--- config.mk ---
export PLATFORM = sky130hd
export DESIGN_NAME = prng_seed_arbiter
export DESIGN_NICKNAME = d
export VERILOG_FILES = /design/src/rtl/prng_seed_arbiter.sv
export SDC_FILE = /design/constraint.sdc
export NUM_CORES = 1
export LEC_CHECK = 0
export BUFFER_PORTS_ARGS = -buffer_cell sky130_fd_sc_hd__buf_4
export CORE_UTILIZATION = 35
export DETAILED_ROUTE_END_ITERATION = 8
export HOLD_SLACK_MARGIN = 0.08
export SYNTH_ARGS = -nofsm -noshare
export SYNTH_HDL_FRONTEND = slang
export SYNTH_SLANG_ARGS = --single-unit
--- constraint.sdc ---
create_clock -name clk1 -period 4.2 [get_ports clk1]
set_input_delay 0.63 -clock clk1 [delete_from_list [all_inputs] [get_ports clk1]]
set_output_delay 0.63 -clock clk1 [all_outputs]
set_load 0.05 [all_outputs]
--- src/rtl/prng_seed_arbiter.sv ---
// prng_seed_arbiter: round-robin scheduler that shares one PRNG among NUM_REQ
// requesters. It grants one requester, strobes its seed into the PRNG, routes
// OUT_PER_SEED output words back to that requester and then pulses done.
//
// Ports
//   clk1, rst_n      : clock (rising edge) and asynchronous active-low reset
//   req              : per-requester seed request (level, held until done)
//   req_seed         : packed seeds, requester i in bits [32i+31:32i]
//   grant            : one-hot owner of the PRNG, zero when idle
//   prng_in_valid    : one-cycle seed strobe to the PRNG
//   prng_seed        : seed latched from the granted requester
//   prng_out_valid   : PRNG output strobe
//   prng_rand_num    : PRNG output word
//   rsp_valid        : per-requester data strobe (subset of grant)
//   rsp_data         : registered copy of prng_rand_num, shared bus
//   done             : one-cycle completion pulse for the granted requester
//   timeout_err      : pulses with done when the PRNG went quiet too long
module prng_seed_arbiter #(
  parameter int unsigned NUM_REQ      = 4,
  parameter int unsigned OUT_PER_SEED = 256,
  parameter int unsigned TIMEOUT      = 1023
) (
  input  logic                    clk1,
  input  logic                    rst_n,
  input  logic [NUM_REQ-1:0]      req,
  input  logic [32*NUM_REQ-1:0]   req_seed,
  output logic [NUM_REQ-1:0]      grant,
  output logic                    prng_in_valid,
  output logic [31:0]             prng_seed,
  input  logic                    prng_out_valid,
  input  logic [31:0]             prng_rand_num,
  output logic [NUM_REQ-1:0]      rsp_valid,
  output logic [31:0]             rsp_data,
  output logic [NUM_REQ-1:0]      done,
  output logic                    timeout_err
);

  localparam int unsigned PTR_W  = (NUM_REQ > 1) ? $clog2(NUM_REQ) : 1;
  localparam int unsigned CNT_W  = $clog2(OUT_PER_SEED + 1);
  localparam int unsigned IDLE_W = $clog2(TIMEOUT + 1);

  typedef enum logic [1:0] {
    S_IDLE    = 2'd0,
    S_ISSUE   = 2'd1,
    S_COLLECT = 2'd2,
    S_DONE    = 2'd3
  } state_t;

  state_t              state_q, state_d;
  logic [PTR_W-1:0]    rr_ptr_q, rr_ptr_d;
  logic [PTR_W-1:0]    owner_q, owner_d;
  logic [CNT_W-1:0]    words_q, words_d;
  logic [IDLE_W-1:0]   idle_q, idle_d;

  logic [NUM_REQ-1:0]  grant_d, rsp_valid_d, done_d;
  logic                in_valid_d, timeout_err_d;
  logic [31:0]         seed_d, rsp_data_d;

  logic [PTR_W-1:0]    sel_idx;
  logic                sel_found;
  logic [31:0]         cand;
  logic [31:0]         sel_seed;
  logic [NUM_REQ-1:0]  sel_onehot;
  logic                last_word;
  logic                idle_expire;

  // Round-robin search: first requester at or above rr_ptr, wrapping.
  always_comb begin
    sel_idx   = '0;
    sel_found = 1'b0;
    cand      = '0;
    for (int unsigned k = 0; k < NUM_REQ; k++) begin
      cand = (32'(rr_ptr_q) + k) % NUM_REQ;
      if (!sel_found && req[cand[PTR_W-1:0]]) begin
        sel_found = 1'b1;
        sel_idx   = cand[PTR_W-1:0];
      end
    end
  end

  // Seed mux and one-hot decode of the selected requester.
  always_comb begin
    sel_seed   = '0;
    sel_onehot = '0;
    for (int unsigned i = 0; i < NUM_REQ; i++) begin
      if (sel_idx == PTR_W'(i)) begin
        sel_seed      = req_seed[32*i +: 32];
        sel_onehot[i] = 1'b1;
      end
    end
  end

  // A word in flight always beats the idle limit on the same cycle.
  assign last_word   = prng_out_valid && (words_q == CNT_W'(OUT_PER_SEED - 1));
  assign idle_expire = !prng_out_valid && (idle_q == IDLE_W'(TIMEOUT - 1));

  // State register.
  always_ff @(posedge clk1 or negedge rst_n) begin
    if (!rst_n) begin
      state_q <= S_IDLE;
    end else begin
      state_q <= state_d;
    end
  end

  // Next-state logic.
  always_comb begin
    state_d = state_q;
    case (state_q)
      S_IDLE:    if (sel_found) state_d = S_ISSUE;
      S_ISSUE:   state_d = S_COLLECT;
      S_COLLECT: if (last_word || idle_expire) state_d = S_DONE;
      S_DONE:    state_d = S_IDLE;
      default:   state_d = S_IDLE;
    endcase
  end

  // Output and datapath next values; everything is registered below.
  always_comb begin
    grant_d       = grant;
    in_valid_d    = 1'b0;
    seed_d        = prng_seed;
    rsp_valid_d   = '0;
    rsp_data_d    = rsp_data;
    done_d        = '0;
    timeout_err_d = 1'b0;
    words_d       = words_q;
    idle_d        = idle_q;
    owner_d       = owner_q;
    rr_ptr_d      = rr_ptr_q;
    case (state_q)
      S_IDLE: begin
        if (sel_found) begin
          grant_d    = sel_onehot;
          seed_d     = sel_seed;
          owner_d    = sel_idx;
          in_valid_d = 1'b1;
        end
      end
      S_ISSUE: begin
        words_d = '0;
        idle_d  = '0;
      end
      S_COLLECT: begin
        if (prng_out_valid) begin
          rsp_data_d  = prng_rand_num;
          rsp_valid_d = grant;
          words_d     = words_q + CNT_W'(1);
          idle_d      = '0;
        end else begin
          idle_d = idle_q + IDLE_W'(1);
        end
        // done lands in the same cycle as the last rsp_valid
        if (state_d == S_DONE) begin
          done_d        = grant;
          timeout_err_d = idle_expire;
        end
      end
      S_DONE: begin
        grant_d  = '0;
        rr_ptr_d = (owner_q == PTR_W'(NUM_REQ - 1)) ? '0 : owner_q + PTR_W'(1);
      end
      default: ;
    endcase
  end

  // Registered outputs and datapath state.
  always_ff @(posedge clk1 or negedge rst_n) begin
    if (!rst_n) begin
      grant         <= '0;
      prng_in_valid <= 1'b0;
      prng_seed     <= '0;
      rsp_valid     <= '0;
      rsp_data      <= '0;
      done          <= '0;
      timeout_err   <= 1'b0;
      words_q       <= '0;
      idle_q        <= '0;
      owner_q       <= '0;
      rr_ptr_q      <= '0;
    end else begin
      grant         <= grant_d;
      prng_in_valid <= in_valid_d;
      prng_seed     <= seed_d;
      rsp_valid     <= rsp_valid_d;
      rsp_data      <= rsp_data_d;
      done          <= done_d;
      timeout_err   <= timeout_err_d;
      words_q       <= words_d;
      idle_q        <= idle_d;
      owner_q       <= owner_d;
      rr_ptr_q      <= rr_ptr_d;
    end
  end

endmodule

## Word level (Yosys, flattened, before mapping)

Cells that the tools add are included.

| operators by class | value |
|---|---|
| add/sub/neg operators | 6 |
| order comparisons | 4 |
| eq/ne operators | 12 |
| muxes and demuxes | 42 |
| reductions and logical operators | 18 |

Operators by type and width:

| kind | number |
|---|---|
| 2-to-1 mux 32 bit | 4 |
| 2-to-1 mux 4 bit | 5 |
| one-hot mux 10 bit (2 select lines) | 1 |
| one-hot mux 9 bit (2 select lines) | 1 |
| 2-to-1 mux 1 bit | 16 |
| 2-to-1 mux 2 bit | 7 |
| equality test 2 bit (second input constant) | 6 |
| < comparator 2 x 3 -> 1 bit (second input constant) | 4 |
| adder 10 x 1 -> 10 bit (second input constant) | 1 |
| equality test 10 bit (second input constant) | 1 |
| 2-to-1 mux 10 bit | 1 |
| adder 9 x 1 -> 9 bit (second input constant) | 1 |
| equality test 9 x 8 -> 1 bit (second input constant) | 1 |
| 2-to-1 mux 9 bit | 1 |
| binary-select mux 1 bit (select 2 bit) | 4 |
| one-hot mux 2 bit (4 select lines) | 1 |
| one-hot mux 4 bit (2 select lines) | 1 |
| AND reduction 2 bit | 4 |
| logical AND 1 bit | 5 |
| adder 2 x 1 -> 2 bit (second input constant) | 2 |
| adder 2 bit (second input constant) | 2 |
| equality test 2 x 1 -> 1 bit (second input constant) | 2 |
| zero test 1 bit | 4 |
| zero test 2 bit | 2 |
| other kinds (3) | 5 |

| word-level totals | value |
|---|---|
| bits in registers | 103 |
| bits of input ports | 167 |
| output and inout bits | 78 |
| word-level logic and storage cells | 94 |

## Logic depth before layout (Yosys ltp)

| depth | value |
|---|---|
| depth in word-level cells | 17 |
| mapped depth | 9 |
| gate-level depth less buffers | 9 |

## Worst setup path after synthesis

OpenSTA, ideal clock, no wires.

| path | value |
|---|---|
| path type | register -> register |
| start point | register words_q[0] |
| end point | register done[0] |
| arrival | 1.797 ns |
| path slack | 2.283 ns |
| stages on the path, launching flop included | 10 |
| buffers on the path | 0 |
| clock period less this slack | 1.917 ns |
| cell sequence | dfrtp_1 > ha_1 > and3_1 > and3_1 > and3_1 > ha_1 > nand2_1 > nand2_1 > o31a_1 > and2_1 |

| between the ends | value |
|---|---|
| word-level cells in the longest chain between the ends | 8 |

Ends and longest elaborated chain:

| element | RTL line | RTL |
|---|---|---|
| start, declared | 52 | `logic [CNT_W-1:0] words_q, words_d;` |
| start signal, assigned | 189 | `words_q <= words_d;` |
| equality test 9 x 8 -> 1 bit | 94 | `assign last_word = prng_out_valid && (words_q == CNT_W'(OUT_PER_SEED - 1));` |
| logical AND 1 bit | 94 |  |
| logical OR 1 bit | 112 | `S_COLLECT: if (last_word \|\| idle_expire) state_d = S_DONE;` |
| 2-to-1 mux 2 bit | 112 |  |
| one-hot mux 2 bit (4 select lines) | 109 | `case (state_q)` |
| equality test 2 bit | 154 | `if (state_d == S_DONE) begin` |
| 2-to-1 mux 4 bit | 154 |  |
| 2-to-1 mux 4 bit | 131 | `case (state_q)` |
| named net done_d[0] | 55 | `logic [NUM_REQ-1:0] grant_d, rsp_valid_d, done_d;` |
| end signal, assigned | 187 | `done <= done_d;` |
| end, declared | 34 | `output logic [NUM_REQ-1:0] done,` |

The timed path passes the listed nets, and every way through them passes these cells.
A chain may end at the register's enable or synchronous reset.

## Final worst setup path

| path | value |
|---|---|
| start point | register rr_ptr_q[1] |
| end point | register prng_seed[30] |

| between the ends | value |
|---|---|
| word-level cells in the longest chain between the ends | 17 |
| elaborated cells between the ends (all ways) | 34 |
| classes of those cells | add/sub (3); eq/ne (3); mux (20); reduce/logical (8) |

Ends and longest elaborated chain:

| element | RTL line | RTL |
|---|---|---|
| start, declared | 50 | `logic [PTR_W-1:0] rr_ptr_q, rr_ptr_d;` |
| start signal, assigned | 192 | `rr_ptr_q <= rr_ptr_d;` |
| parallel branches: the longest is 17 deep, another holds adder 2 x 1 -> 2 bit | - |  |
| end signal, assigned | 172 | `prng_seed <= '0;` |
| end signal, assigned | 184 | `prng_seed <= seed_d;` |
| end, declared | 29 | `output logic [31:0] prng_seed,` |

Several ways; the timed one is not identified. The select of a mux whose other input is x is not followed.

==> out/metrics.cfg <==
[die]
coreArea_sq_um=16000
io_pins=245
dieArea_sq_um=16970
die_h_um=130.3
start_util=0.3599
row_count=46
die_w_um=130.3

[timing]
final-setup-viol-count=0
slew_violations=0
setup_ws_ps=1633
timing.fmax_mhz=389.5
min_period_over_period=0.6113
fin_crit_ps=2567
worst_pin_slew_ps=1236
hold_viol=0
worst_clock_skew_ps=9.770
fin_worst_hold_slack_ps=398.2
max-slew-margin-rel=0.1760
setup_tns_ps=0
rsz0062_at_grt=false

[cts]
cts.clk_slew.worst_paths_ps=80
post-cts-setup-buffers=0
cts-root-buf=clkbuf_16
clk_path_buf_depth=2
cts_buffers=9
clock_sinks=103
h-tree-depth=3
cts_tree=built
ctsResizeCount=0
hold_buffers=0
clk_latency_ps=350

[yosys]
synthTopCellsByArea=dfrtp_1, nand2_1, mux2i_1
synth.avg_cell_area_sq_um=9.549
ys_warn_count=0
netlist_top_cells_count=nand2_1, dfrtp_1, mux2i_1, o31ai_1, nand4_1
netlist_instances=603
synth_fp_nets=780
synthFlopType=dfrtp_1
yosys_register_bits=103
syn_area_sq_um=5758
synth_most_common_cell=nand2_1
synth_edf_count=0
synthArstFlopShare=1.000
synth.distinct_cells=57
yosysTopAreaCell=dfrtp_1
synth_top_area_frac=0.4476
ys_seq_area_frac=0.4476

[power_and_ir_drop]
ir_drop_v=0.0004496
finalPower_mw=6.040
p_per_area_nw_per_um2=758.4
seq_power_share=0.270
swShare=0.5014
p_leak_nw=3.979
combPwrFrac=0.577
clkPwrFrac=0.153
intPower_mw=3.012
p_switching_mw=3.029

[layout]
final_cells=1037
nets=993
final_core_util=0.4978
stdcell_area_sq_um=7965
area_growth_pct=38.33
drive_above_1_share=0.3691
antenna_cells=0

[place]
dpl.cell_count=1021
numPortBuffers=244
hpwl_um=12940
gp_congestion=0.8594
dpl-instance-area_sq_um=7636
post-place-ws_ps=1509

[global_routing]
grt_max_degree=73
grt.overflow.total=0
grtUsageTotal=0.2169
grt_pass1_vias=5545
grt_pass1_wl_um=28620
antenna_found_initial=0

[drt]
ant_nets=0
vias=5446
avgRoutedWirePerCell_um=17.25
routed_wirelength_um=17890
firstDrtPassIters=5
drtIter0Drc=319
drcViolationCount=0
vias_per_cell=5.252

[critical_path]
required_ps=4450
path_class=reg2reg
arrival_ps=2820
cp-start-kind=flip-flop
critPathCaptureType=flip-flop
crit_fanout=33

[flow_run]
drv_cap=0

[hold_path]
hold_path_class=in2async

[status]
status=completed

sequential cells by signal (all words and copies together), names as in the netlist:
signal,count
prng_in_valid,1
owner_q,2
grant,4
prng_seed,32
words_q,9
rr_ptr_q,2
rsp_valid,4
done,4
idle_q,10
timeout_err,1
state_q,2
rsp_data,32
critical path: stages (launching register included):
cell and delay (ps):
dfrtp_1 540, mux2i_4 320, or2_1 960, nand4_1 210, a211o_1 320, o211ai_1 100
placed cells by master (no fill, tap or decap), types with 2 or more instances in the layout:
master	n
nor2_1	13
nand3b_1	3
a31oi_1	2
a21o_1	2
nand3_1	3
a211o_1	32
a22oi_1	2
dfrtp_1	103
mux2i_1	34
o21ai_1	4
nand2b_1	4
a22o_1	5
inv_1	8
bufinv_16	2
ha_1	10
o21ai_0	22
clkinvlp_4	2
nand2_1	153
a21oi_1	8
clkbuf_16	9
mux2_2	2
o211ai_2	20
buf_4	252
and2_1	7
nand4_1	33
nor2b_1	2
o31ai_1	34
o211ai_1	13
and3_1	10
layout make-up:
type	instances	area [sq um]
sequential	103	2577
tap	216	270.3
clock inverter	7	103.9
multi-input combinational	440	2859
inverter	10	37.54
clock buffer	9	225.2
fill	1529	8035
timing repair buffer	252	1892
logic make-up (layout without fill, tap and decap cells):
group	count (synthesis)	after routing	share of synthesized area
DFF	103	103	0.4476
AOI/OAI and AO/OA	151	151	0.2103
adders and majority gates	10	10	0.02173
buffers and inverters	60	278	0.05693
and+or+nand+nor	241	241	0.1949
muxes	37	37	0.06693
xor gates and xnor gates	1	1	0.001521
power by group through the flow:
stage	registers, mW	clock network [mW]	logic, mW
final	1.63	0.922	3.49
after global routing	1.68	0.991	3.74
after CTS	1.63	0.952	3.51
after detailed placement	1.64	0	3.51
after global placement	1.64	0	3.43
after floorplan	2.71	0	1.46
final timing paths:
kind,from,to,slack [ps],depth (start not counted)
setup reg to reg,rr_ptr_q[1],prng_seed[30],1630,5
hold / removal,rst_n,prng_seed[19],400,1
hold reg to reg,rsp_data[25],rsp_data[25],480,2
min in group clk1,prng_rand_num[30],rsp_data[30],470,3
setup / recovery,rr_ptr_q[1],prng_seed[30],1630,5
max in group asynchronous,rst_n,prng_seed[6],2930,2
metal layers:
layer  GRT usage  part of all wire  vias to the layer above
met5           0                 0                        -
met4     0.09439             0.031                        0
met3     0.04182             0.059                       31
met2      0.3573              0.49                      196
met1      0.2770              0.42                     2621
li1            -                 -                     2598
Note: power is estimated with default switching activity, not from simulation.
